File: src/rtl/dec_pkg.sv
// Shared decoder definitions: mode encodings and a generic one-hot helper.
// The helper is sized for the widest decoder; callers truncate to their own width.
package dec_pkg;

   localparam logic MODE_DIRECT = 1'b0;
   localparam logic MODE_SCAN   = 1'b1;

   localparam int OH_IDX_W = 8;
   localparam int OH_MAX_W = 1 << OH_IDX_W;

   function automatic logic [OH_MAX_W-1:0] onehot(input logic [OH_IDX_W-1:0] i);
      logic [OH_MAX_W-1:0] v;
      v    = '0;
      v[i] = 1'b1;
      return v;
   endfunction

endpackage

File: src/rtl/seq_decoder_if.sv
// Control/status bundle for seq_decoder; master drives controls, slave is the decoder.
interface seq_decoder_if #(
   parameter int SEL_W   = 3,
   parameter int DWELL_W = 8
);
   logic                    oe;
   logic                    mode;
   logic                    load;
   logic [SEL_W-1:0]        sel;
   logic                    step_en;
   logic [DWELL_W-1:0]      dwell;
   logic [(1<<SEL_W)-1:0]   out;
   logic [SEL_W-1:0]        idx;
   logic                    wrap;

   modport master (
      output oe, mode, load, sel, step_en, dwell,
      input  out, idx, wrap
   );

   modport slave (
      input  oe, mode, load, sel, step_en, dwell,
      output out, idx, wrap
   );
endinterface

File: src/rtl/seq_dwell_cnt.sv
// Dwell counter: counts qualified cycles and ticks when the count reaches dwell.
// dwell is compared live, so lowering it below cnt lets cnt roll over before matching.
module seq_dwell_cnt #(
   parameter int DWELL_W = 8
) (
   input  logic               clk,
   input  logic               rst_n,
   input  logic               clear,
   input  logic               en,
   input  logic [DWELL_W-1:0] dwell,
   output logic               tick
);

   logic [DWELL_W-1:0] cnt;
   logic               hit;

   assign hit  = (cnt == dwell);
   assign tick = en && hit && !clear;

   always_ff @(posedge clk or negedge rst_n) begin
      if (!rst_n) begin
         cnt <= '0;
      end else if (clear) begin
         cnt <= '0;
      end else if (en) begin
         cnt <= hit ? '0 : cnt + DWELL_W'(1);
      end
   end

endmodule

File: src/rtl/seq_decoder.sv
// Registered 1-of-2^SEL_W decoder with output enable and dwell-timed auto-scan.
// out is decoded from the next index so out and idx always agree when oe is high.
module seq_decoder
   import dec_pkg::*;
#(
   parameter int SEL_W   = 3,
   parameter int DWELL_W = 8
) (
   input  logic           clk,
   input  logic           rst_n,
   seq_decoder_if.slave   bus
);

   localparam int               OUT_W   = 1 << SEL_W;
   localparam logic [SEL_W-1:0] IDX_MAX = '1;

   logic             mode_q;
   logic             scan_entry;
   logic             cnt_clear;
   logic             scan_en;
   logic             tick;
   logic [SEL_W-1:0] idx_q, idx_d;
   logic [OUT_W-1:0] out_q, out_d;
   logic             wrap_q, wrap_d;

   // Direct mode and scan entry both park the counter so each scan starts with a full dwell.
   assign scan_entry = (bus.mode == MODE_SCAN) && (mode_q == MODE_DIRECT);
   assign cnt_clear  = bus.load || scan_entry || (bus.mode == MODE_DIRECT);
   assign scan_en    = (bus.mode == MODE_SCAN) && bus.step_en;

   seq_dwell_cnt #(.DWELL_W(DWELL_W)) u_dwell (
      .clk   (clk),
      .rst_n (rst_n),
      .clear (cnt_clear),
      .en    (scan_en),
      .dwell (bus.dwell),
      .tick  (tick)
   );

   always_comb begin
      idx_d  = idx_q;
      wrap_d = 1'b0;
      if (bus.load) begin
         idx_d = bus.sel;
      end else if (tick) begin
         idx_d  = idx_q + SEL_W'(1);
         wrap_d = (idx_q == IDX_MAX);
      end
      out_d = bus.oe ? OUT_W'(onehot(OH_IDX_W'(idx_d))) : '0;
   end

   always_ff @(posedge clk or negedge rst_n) begin
      if (!rst_n) begin
         idx_q  <= '0;
         out_q  <= '0;
         wrap_q <= 1'b0;
         mode_q <= MODE_DIRECT;
      end else begin
         idx_q  <= idx_d;
         out_q  <= out_d;
         wrap_q <= wrap_d;
         mode_q <= bus.mode;
      end
   end

   assign bus.out  = out_q;
   assign bus.idx  = idx_q;
   assign bus.wrap = wrap_q;

endmodule

File: src/flat_wrapper.sv
// flat-port wrapper written by rule: the top's interface ports become plain ports
module seq_decoder_flat import dec_pkg::*;
#(
   parameter int SEL_W   = 3,
   parameter int DWELL_W = 8
)
  (clk, rst_n, bus_oe, bus_mode, bus_load, bus_sel, bus_step_en, bus_dwell, bus_out, bus_idx, bus_wrap);
  seq_decoder_if #(.SEL_W(SEL_W), .DWELL_W(DWELL_W)) bus_i ();
  input  logic clk;
  input  logic rst_n;
  input wire logic [$bits(bus_i.oe)-1:0] bus_oe;
  input wire logic [$bits(bus_i.mode)-1:0] bus_mode;
  input wire logic [$bits(bus_i.load)-1:0] bus_load;
  input wire logic [$bits(bus_i.sel)-1:0] bus_sel;
  input wire logic [$bits(bus_i.step_en)-1:0] bus_step_en;
  input wire logic [$bits(bus_i.dwell)-1:0] bus_dwell;
  output wire logic [$bits(bus_i.out)-1:0] bus_out;
  output wire logic [$bits(bus_i.idx)-1:0] bus_idx;
  output wire logic [$bits(bus_i.wrap)-1:0] bus_wrap;
  assign bus_i.oe = bus_oe;
  assign bus_i.mode = bus_mode;
  assign bus_i.load = bus_load;
  assign bus_i.sel = bus_sel;
  assign bus_i.step_en = bus_step_en;
  assign bus_i.dwell = bus_dwell;
  assign bus_out = bus_i.out;
  assign bus_idx = bus_i.idx;
  assign bus_wrap = bus_i.wrap;
  seq_decoder #(.SEL_W(SEL_W), .DWELL_W(DWELL_W)) u_core (.clk(clk), .rst_n(rst_n), .bus(bus_i));
endmodule
File: config.mk
export PLATFORM = sky130hd
export DESIGN_NAME = seq_decoder_flat
export DESIGN_NICKNAME = d
export VERILOG_FILES = /design/src/rtl/dec_pkg.sv /design/src/rtl/seq_decoder_if.sv /design/src/rtl/seq_dwell_cnt.sv /design/src/rtl/seq_decoder.sv /design/src/flat_wrapper.sv
export SDC_FILE = /design/constraint.sdc
export NUM_CORES = 1
export LEC_CHECK = 0
export CORE_AREA = 2 2 79 51
export CTS_BUF_LIST = sky130_fd_sc_hd__clkbuf_8
export DETAILED_ROUTE_END_ITERATION = 16
export DIE_AREA = 0 0 81 53
export SETUP_SLACK_MARGIN = 0.1
export SLEW_MARGIN = 20
export SYNTH_ARGS = -nofsm -noshare
export SYNTH_HDL_FRONTEND = slang
export SYNTH_HIERARCHICAL = 1
export SYNTH_SLANG_ARGS = --single-unit
File: constraint.sdc
create_clock -name clk -period 4.52 [get_ports clk]
set_input_delay 0.452 -clock clk [delete_from_list [all_inputs] [get_ports clk]]
set_output_delay 0.452 -clock clk [all_outputs]
set_load 0.1 [all_outputs]
[Yosys cells after proc, flatten, opt, wreduce, memory -nomap -nowiden]
Index checks and enable logic that the tools add are counted.
Widths: inputs -> output; s select.
Word-level totals
  register bits: 21
  input port bits: 17
  output and inout port bits: 12
Cells by class
  add/subtract/negate cells: 2
  order comparisons: 2
  equal/unequal tests: 2
  multiplexer cells: 10
  bitwise operators: 2
  reductions and logical operators: 9
Operators with widths (count)
  $mux 8: 4
  $lt 3x9->1 const B: 1
  $add 8x1->8 const B: 1
  $eq 8x8->1: 1
  $mux 3: 2
  $logic_and 1x1->1: 5
  $add 3x1->3 const B: 1
  $demux 1 s3: 1
  $eq 3x3->1 const B: 1
  $ge 3x1->1 const B: 1
  $mux 1: 3
  $logic_or 1x1->1: 2
  $not 1->1: 2
  $reduce_bool 2->1: 1
  $logic_not 1->1: 1

[Depth between registers and ports, before layout]
Gate-level depths: netlist (run 1).
  depth after elaboration: 13
  gate-level depth with buffers: 9
  gate-level depth less buffers: 8

[Cells and area by module]
The synthesis (run 1) kept the hierarchy.
By module, submodules not included
  seq_dwell_cnt: instances 1, cells each 51, area an instance 513.0 µm², sequential area each 200.2 µm²
  seq_decoder: instances 1, cells each 43, area an instance 511.7 µm², sequential area each 325.3 µm²

[Least setup slack after synthesis (run 1)]
No wires, ideal clock.
  path kind: input port to flip-flop
  start: in bus_load
  end: reg u_core.out_q[0], in the netlist u_core/bus.out[0]
  setup time: 86 ps
  arrival time: 2103 ps
  data required time: 4434 ps
  slack: 2331 ps
  stages on the path: 9
  path buffers: 2
  cells stage by stage: buf_2 inv_1 nand3_1 buf_2 nor3_1 mux2i_1 o21a_1 inv_1 nor3_1
Between the ends
  cells in the longest elaborated chain, start to end: 11
RTL lines
  start: declaration: RTL line flat_wrapper.sv:13  | input wire logic [$bits(bus_i.load)-1:0] bus_load;
  $logic_or 1x1->1 * (2 in series): RTL line seq_decoder.sv:28  | assign cnt_clear = bus.load || scan_entry || (bus.mode == MODE_DIRECT);
  named net u_core.cnt_clear: RTL line seq_decoder.sv:19  | logic cnt_clear;
  $logic_not 1->1 *: RTL line seq_dwell_cnt.sv:18  | assign tick = en && hit && !clear;
  $logic_and 1x1->1 *: RTL line seq_dwell_cnt.sv:18
  named net u_core.tick: RTL line seq_decoder.sv:21  | logic tick;
  $mux 3 *: RTL line seq_decoder.sv:45  | end else if (tick) begin
  $mux 3 *: RTL line seq_decoder.sv:43  | if (bus.load) begin
  named net u_core.idx_d[1]: RTL line seq_decoder.sv:22  | logic [SEL_W-1:0] idx_q, idx_d;
  $lt 3x9->1 (not written as such) / $ge 3x1->1 (equally long branches): RTL line dec_pkg.sv:14  | v[i] = 1'b1;
  $logic_and 1x1->1 (not written as such): RTL line dec_pkg.sv:14
  $mux 1 (not written as such): RTL line dec_pkg.sv:14
  $demux 1 s3 *
  $mux 8 *: RTL line seq_decoder.sv:49  | out_d = bus.oe ? OUT_W'(onehot(OH_IDX_W'(idx_d))) : '0;
  named net u_core.out_d[0]: RTL line seq_decoder.sv:23  | logic [OUT_W-1:0] out_q, out_d;
  end signal: assignment: RTL line seq_decoder.sv:60  | out_q <= out_d;
  end: declaration: RTL line seq_decoder.sv:23
The timed path passes the listed nets; every way through them passes the cells marked *.
A chain may end at the register's enable or synchronous reset.

[Final worst setup path (run 1)]
  start: in bus_load
  end: reg u_core.out_q[4], in the netlist u_core/bus.out[4]
The elaborated chain is that of the path after synthesis.

==> impl_metrics.yaml, run 1 <==
cts:
  cts_resized: 0
  cts_tree: "yes"
  clk-insertion-delay-late_ps: 260
  clockBufferDepth: 2
  htree_levels: 1
  path_clk_slew_ps: 80
  cts_setup_buffers: 0
  cts_buffers: 3
  cts_hold_buf: 0
  cts.sinks: 21
  cts_root_buf: "clkbuf_8"
run_status:
  status: "finished clean"
logic_synthesis:
  synthFlopType: "dfrtp_1"
  synth-async-reset-ratio_pct: 100
  ys_warn_count: 6
  synth_compound_area_share_pct: 9.52
  synth_top_cell_area_share_pct: 51.3
  syn-instance-count: 94
  synth-edff-count: 0
  synth.net_count: 114
  synth_fa_ha_area_share_pct: 3.66
  seq_area_frac_synth_pct: 51.3
  muxShareOfSynthArea_pct: 1.95
  synthTopCellsByArea: "dfrtp_1, xnor2_1, nor3_1"
  avgSynthCellArea_um2: 10.9
  synth_top_cell_by_area: "dfrtp_1"
  synthSimpleGateAreaFrac_pct: 17.1
  ys_seq_elements: 21
  ys_types: 26
  synth_area_um2: 1020
  synth-xor-area-share_pct: 12.8
  synth_top_family_by_area: "simple AND/OR/NAND/NOR gates"
sta:
  worst_slack_ps: 1690
  slew_viol_final: 0
  finalSetupViolations: 0
  fin_crit_sh_pct: 62.6
  hold_viol_final: 0
  max_freq_ghz: 0.353
  max_slew_margin_pct: 35.1
  fin_skew_ps: 3.54
  worst_slew_pin_slew_ps: 971
  layout_min_cycle_time_ps: 2830
  rsz0062_at_grt: "no"
  fin_setup_tns_ps: 0
  hold_ws_ps: 593
grt:
  overflow: 0
  grt_pass1_wl_um: 3710
  grt_pass1_vias: 790
  grt_max_degree: 22
  grt.total_usage_pct: 11.6
  grt_antenna_before_repair: 0
die:
  die_y_um: 53
  rows: 17
  die-width_um: 81
  core_area_um2: 3530
  num_io_pins: 29
  start_util_pct: 29.0
  die_area_um2: 4290
cells_and_area:
  drive_gt1_share_pct: 4.88
  final_common_cell: "clkdlybuf4s50_1"
  nets: 144
  final_cell_mix: "clkdlybuf4s50_1, dfrtp_1, nor3_1, xnor2_1, inv_1"
  diodes: 0
  final_util_pct: 39.5
  fillCellCount: 364
  syn2layout_area_growth_pct: 36.0
critical_path:
  cp_data_required_time_ps: 4680
  cp_max_fo: 14
  worst_setup_path_start_kind: "primary input"
  arrival_ps: 2990
  critPathKind: "in2reg"
  end_kind: "register"
pwr:
  power_frac_seq_pct: 47.9
  power_switching_uw: 129
  swShare_pct: 31.1
  power_uw: 413
  p_leak_uw: 0.000597
  ir_drop_mv: 0.197
  internal_power_uw: 285
  p_per_area_nw_per_um2: 296
  power_frac_clock_pct: 28.9
  combPwrFrac_pct: 23.1
detailed_routing:
  first_iter_violations: 51
  wl_um: 2190
  first_pass_iters: 4
  drc: 0
  post_drt_wl_per_cell_um: 12.9
  final_antenna_net_count: 0
  via_per_inst: 4.68
  vias: 795
placed_design:
  dp_hpwl_um: 1650
  place_ws_ps: 1430
  port_buffers: 28
  gp_congestion: 0.806
run:
  maxCapViolations: 0
min_path:
  hold_path_class: "reg2reg"
-- path summary, 6_finish.rpt --
path                                         end                  start  slack [ps]  cells past startpoint
hold reg to reg            u_core/u_dwell/cnt[7]  u_core/u_dwell/cnt[7]         590                      2
hold / removal             u_core/u_dwell/cnt[7]  u_core/u_dwell/cnt[7]         590                      2
max in group asynchronous      u_core/bus.out[5]                  rst_n        3270                      1
setup reg to reg               u_core/bus.out[4]  u_core/u_dwell/cnt[1]        2030                      8
setup / recovery               u_core/bus.out[4]               bus_load        1690                      8
min in group asynchronous      u_core/bus.out[4]                  rst_n         700                      1
-- layer usage --
metal,vias up,part of all wire [%],wire length (µm),GRT usage (%)
li1,393,-,-,-
met5,-,0,0,0
met3,2,7.9,174,3.75
met1,373,52,1140,16.6
met2,27,40,870,16.8
met4,0,0.32,7,2.54
-- Yosys cell counts, types with 3 or more instances --
cell / n
and3_1: 4
buf_2: 3
dfrtp_1: 21
ha_1: 3
inv_1: 6
nand2_1: 3
nand4_1: 3
nor3_1: 15
o2111ai_1: 3
xnor2_1: 10
xor2_1: 5
-- sequential cells by signal (all words and copies together), names as in the netlist --
name                count
u_core/bus.wrap         1
u_core/mode_q           1
u_core/u_dwell/cnt      8
u_core/bus.out          8
u_core/bus.idx          3
-- stage by stage --
step	cell area, µm²	std cells
2_1_floorplan	1020	94
3_3_place_gp	1350	166
3_5_place_dp	1350	166
4_1_cts	1390	170
5_1_grt	1390	170
6_report	1390	170
-- power groups by stage --
stage          combinational [µW]  sequential [µW]  clock, µW
2_1_floorplan                21.4              241          0
3_3_place_gp                 94.8              202          0
3_5_place_dp                 96.1              201          0
4_1_cts                      96.4              198        125
5_1_grt                       102              199        131
6_report                     95.7              198        119
-- kinds of logic (layout without fill, tap and decap cells) --
kind of cell,count (synthesis),in the layout
simple gates,32,32
flops,21,21
xor+xnor,15,15
compound gates,12,12
buf+inv,9,38
fa+ha+maj,3,3
mux,2,2
-- cell type report --
cell class / instances / area (µm²) / area share, %
clock buffer: 3 / 41.3 / 2.96
clock inverter: 1 / 3.75 / 0.269
inverter: 6 / 22.5 / 1.62
multi-input combinational: 64 / 462 / 33.1
sequential: 21 / 526 / 37.7
tap: 47 / 58.8 / 4.22
timing repair buffer: 28 / 280 / 20.1
-- critical path: stages --
cell             delay [ps]
clkdlybuf4s50_1         540
inv_1                   160
nand3_1                 370
nor3_1                  630
mux2i_1                 250
o21a_1                  210
inv_1                   130
nor3_1                  250
Note: power is estimated with default switching activity, not from simulation.
==> inputs of run 2 (changes only) <==
clock period = 2.39 ns   (was 4.52 ns; I/O delays follow)
==> run 2 against run 1 <==
Against the previous run:
- utilization is 0.85 points higher
- sequential share of layout area is 0.53 points lower
- worst hold slack worse by 280 ps
- largest cell class unchanged
- critical path depth is 1 higher
- sequential power is 89% higher
- largest power group unchanged
- first-iteration DRC count is 12% lower
- via count is 5.5% higher
- clock skew is 4.2 ps higher
==> impl_metrics.yaml, run 2 (same netlist as run 1, synthesis figures left out) <==
critical_path:
  max_stage_delay_ps: 450
  critPathKind: "reg2reg"
  end_kind: "register"
  crit_path_cell_trace: "xnor2_1, nand4_1, or2_4, nor3_1, buf_4, mux2i_1, o21a_1, inv_1, nor3_1"
  cp_max_fo: 5
  crit_top_cell: "nor3_1"
  r2r_slack_ps: 250
  worst_setup_path_start_kind: "register"
  arrival_ps: 2320
  cp_data_required_time_ps: 2560
  slowest_stage: "dfrtp_2"
grt:
  grt.total_usage_pct: 12.4
  grt_pass1_wl_um: 4020
  grt_antenna_before_repair: 0
  overflow: 0
  met3_usage_pct: 3.92
  grt_pass1_vias: 837
  met2_usage_pct: 18.0
  grt_busiest_layer: "met1"
  met1_usage_pct: 18.3
  grt_max_degree: 22
placed_design:
  dp.cells: 173
  gp_congestion: 0.847
  dp_hpwl_um: 1840
  placement.cell_area_um2: 1370
  place_ws_ps: -24.7
  port_buffers: 28
sta:
  fin_crit_sh_pct: 89.7
  fin_skew_ps: 7.69
  fin_setup_tns_ps: 0
  max_freq_ghz: 0.466
  worst_slew_pin_slew_ps: 408
  hold_viol_final: 0
  layout_min_cycle_time_ps: 2140
  max_slew_margin_pct: 72.7
  worst_slack_ps: 246
  finalSetupViolations: 0
  rsz0062_at_grt: "no"
  slew_viol_final: 0
cells_and_area:
  fin_cells: 177
  final_cell_mix: "buf_4, dfrtp_1, clkdlybuf4s50_1, nor3_1, xnor2_1"
  postLayoutCellArea_um2: 1420
  drive_gt1_share_pct: 23.1
  final_common_cell: "buf_4"
  nets: 151
  diodes: 0
  syn2layout_area_growth_pct: 39.0
cts:
  clockBufferDepth: 2
  htree_levels: 1
  clk-insertion-delay-late_ps: 260
  cts_root_buf: "clkbuf_8"
  cts_setup_buffers: 0
  cts_buffers: 3
  cts_tree: "yes"
  cts.sinks: 21
  path_clk_slew_ps: 80
die:
  die_area_um2: 4290
  die_y_um: 53
  start_util_pct: 29.0
  core_area_um2: 3530
  die-width_um: 81
  rows: 17
  num_io_pins: 29
pwr:
  power_uw: 801
  ir_drop_mv: 0.352
  p_per_area_nw_per_um2: 562
  p_leak_uw: 0.000647
detailed_routing:
  drc: 0
  wl_um: 2460
  final_antenna_net_count: 0
  via_per_inst: 4.74
  vias: 839
  first_pass_iters: 4
  post_drt_wl_per_cell_um: 13.9
  first_iter_violations: 45
min_path:
  hold_path_class: "in2async"
run_status:
  status: "finished clean"
run:
  maxCapViolations: 0
[run 2: cell types whose count changed in the layout (fill, tap and decap cells not counted)]
cell	previous run	this run
or2_1	1	0
clkdlybuf4s50_1	28	16
dfrtp_1	21	18
clkinv_2	0	1
buf_4	0	19
inv_1	7	6
dfrtp_2	0	3
or2_4	0	1
[run 2: path summary, 6_finish.rpt]
kind | to | cells past startpoint | from
worst max-delay path | u_core/bus.out[0] | 9 | u_core/u_dwell/cnt[2]
worst min-delay path | u_core/bus.out[5] | 2 | rst_n
worst max register to register | u_core/bus.out[0] | 9 | u_core/u_dwell/cnt[2]
worst min register to register | u_core/u_dwell/cnt[7] | 2 | u_core/u_dwell/cnt[7]
max in group asynchronous | u_core/u_dwell/cnt[0] | 2 | rst_n
min in group clk | u_core/mode_q | 1 | bus_mode
[run 2: timing repair]
action                     in CTS  in global routing
hold buffers                    0                  0
setup endpoints to repair       0                  7
gates resized for setup         0                  4
[run 2: per-layer routing]
metal | routed length [µm] | part of all wire (%)
met3 | 152 | 6.2
met1 | 1270 | 52
met4 | 7 | 0.29
met5 | 0 | 0
met2 | 1030 | 42
[run 2: report_power, final]
group          leakage, µW  switching (µW)  internal (µW)
clock            0.0000255             121            116
sequential        0.000278            8.40            366
combinational     0.000343             127           61.8
total             0.000647             256            544
[run 2: critical path: cells and delay by family (launching register included)]
kind | cells | cell delay, ps
simple gates | 4 | 860
flops | 1 | 450
buf+inv | 2 | 260
mux | 1 | 170
xor+xnor | 1 | 160
compound gates | 1 | 140
[run 2: area by class of cell]
cell class / count / area, µm²
clock buffers: 3 / 41.3
clock inverters: 1 / 5.00
fillers: 362 / 2110
inverters: 6 / 22.5
multi-input cells: 64 / 464
flip-flops and latches: 21 / 529
well taps: 47 / 58.8
repair buffers: 35 / 303
[run 2: metrics by stage]
step	utilization [%]	hold slack (ps)
3_5_place_dp	38.8	562
6_report	40.3	313
4_1_cts	40.1	326
2_1_floorplan	-	-56.6
5_1_grt	40.3	327
3_3_place_gp	38.8	578
==> inputs of run 3 (changes only) <==
CTS_CLUSTER_SIZE = 40   (was not set)
SETUP_SLACK_MARGIN = 0.3   (was 0.1)
==> run 3 against run 2 <==
Against the previous run:
- utilization grew 4.0 points
- count of clock-buffer cells in the layout is the same
- first-iteration DRC count grew 6.7%
==> impl_metrics.yaml, run 3 (same netlist as run 1, synthesis figures left out) <==
run_status:
  status: "finished clean"
die:
  num_io_pins: 29
  start_util_pct: 29.0
  rows: 17
  die-width_um: 81
  core_area_um2: 3530
  die_area_um2: 4290
  die_y_um: 53
sta:
  slew_viol_final: 0
  fin_skew_ps: 1.13
  finalSetupViolations: 0
  worst_slack_ps: 284
  fin_crit_sh_pct: 88.1
  rsz0062_at_grt: "yes"
  max_slew_margin_pct: 72.7
  max_freq_ghz: 0.475
  worst_slew_pin_slew_ps: 407
  layout_min_cycle_time_ps: 2110
  hold_viol_final: 0
cells_and_area:
  final_common_cell: "buf_4"
  postLayoutCellArea_um2: 1570
  drive_gt1_share_pct: 37.2
  final_util_pct: 44.3
  diodes: 0
  final_cell_mix: "buf_4, dfrtp_1, clkdlybuf4s50_1, xnor2_1"
  syn2layout_area_growth_pct: 52.7
  fin_cells: 184
  nets: 158
critical_path:
  reg2reg_from: "u_core/u_dwell/cnt[2]"
  worstRegToRegCells: 8
  cp_max_fo: 4
  crit_path_cell_trace: "clkdlybuf4s50_1, xnor2_2, nand4_1, or2_4, nor3_4, mux2i_1, o21a_1, buf_4, nor3_4"
  arrival_ps: 2290
  path_buf_inv: 2
  r2r_slack_ps: 300
  crit_family: "simple AND/OR/NAND/NOR gates"
  max_stage_delay_ps: 500
  critPathKind: "in2reg"
  crit_top_cell: "nor3_4"
  worst_setup_path_start_kind: "primary input"
  slowest_stage: "clkdlybuf4s50_1"
  cp_data_required_time_ps: 2580
  worstReg2RegEnd: "u_core/bus.out[6]"
  end_kind: "register"
grt:
  overflow: 0
  grt_pass1_wl_um: 3820
  grt.total_usage_pct: 11.7
  grt_max_degree: 22
  grt_pass1_vias: 837
  grt_antenna_before_repair: 0
run:
  maxCapViolations: 0
cts:
  htree_levels: 1
  clockBufferDepth: 2
  cts_buffers: 3
  clk-insertion-delay-late_ps: 260
  cts_root_buf: "clkbuf_8"
  cts.sinks: 21
  path_clk_slew_ps: 80
  cts_tree: "yes"
detailed_routing:
  drc: 0
  first_iter_violations: 48
  vias: 838
  first_pass_iters: 2
  wl_um: 2390
  post_drt_wl_per_cell_um: 13.0
  final_antenna_net_count: 0
  via_per_inst: 4.55
placed_design:
  dp.cells: 172
  place_ws_ps: -27.2
  port_buffers: 28
  gp_congestion: 0.839
  placement.cell_area_um2: 1370
  dp_hpwl_um: 1740
pwr:
  internal_power_uw: 552
  p_leak_uw: 0.000728
  power_frac_seq_pct: 45.6
  swShare_pct: 32.6
  power_uw: 820
  ir_drop_mv: 0.280
  power_switching_uw: 268
  p_per_area_nw_per_um2: 524
  combPwrFrac_pct: 25.6
  power_frac_clock_pct: 28.8
min_path:
  hold_path_class: "in2async"
[run 3: changes by cell type in the layout (fill, tap and decap cells not counted), moves of 4 or more]
cell,before,now
buf_4,19,26
nor3_1,15,6
nor3_2,1,6
nor3_4,0,4
[run 3: worst max path at each step]
stage	from	end	slack, ps	cells after the start
after CTS	u_core/u_dwell/cnt[0]	u_core/bus.out[7]	300	7
after detailed placement	bus_dwell[1]	u_core/bus.out[7]	-30	8
final	bus_dwell[5]	u_core/bus.out[6]	280	9
after floorplan	u_core/bus.idx[0]	u_core/bus.out[1]	330	6
after global placement	bus_dwell[4]	u_core/bus.out[3]	30	9
after global routing	u_core/u_dwell/cnt[4]	u_core/bus.out[5]	170	8
[run 3: timing repair]
action / CTS / global route
gates resized for setup: 1 / 21
pin swaps: 0 / 9
buffers inserted: 0 / 8
hold endpoints to repair: 0 / 0
endpoints found under the setup margin: 8 / 8
hold buffers: 0 / 0
[run 3: cell type report]
cell class	instances	area (µm²)
clock buffer	3	41.3
clock inverter	1	5.00
fill	344	1970
inverter	6	22.5
multi-input combinational	64	549
sequential	21	531
tap	47	58.8
timing repair buffer	42	358
[run 3: power by group through the flow]
| stage | combinational [µW] | sequential (µW) | clock (µW) |
|---|---|---|---|
| 2_1_floorplan | 40.7 | 456 | 0 |
| 3_3_place_gp | 185 | 381 | 0 |
| 3_5_place_dp | 189 | 381 | 0 |
| 6_report | 210 | 374 | 236 |
| 5_1_grt | 224 | 376 | 259 |
| 4_1_cts | 190 | 374 | 247 |
[run 3: routing by layer]
layer | up-vias | track usage [%] | share of wire (%)
met3 | 0 | 4.27 | 5.7
met4 | 0 | 1.69 | 0
li1 | 419 | - | -
met1 | 397 | 15.6 | 50
met5 | - | 0 | 0
met2 | 22 | 18.7 | 44
[run 3: per-stage QoR]
step                setup TNS, ps  hold WS, ps
finish                          0          319
global route                    0          353
floorplan                       0        -56.6
global placement                0          574
detailed placement          -27.2          573
CTS                             0          329
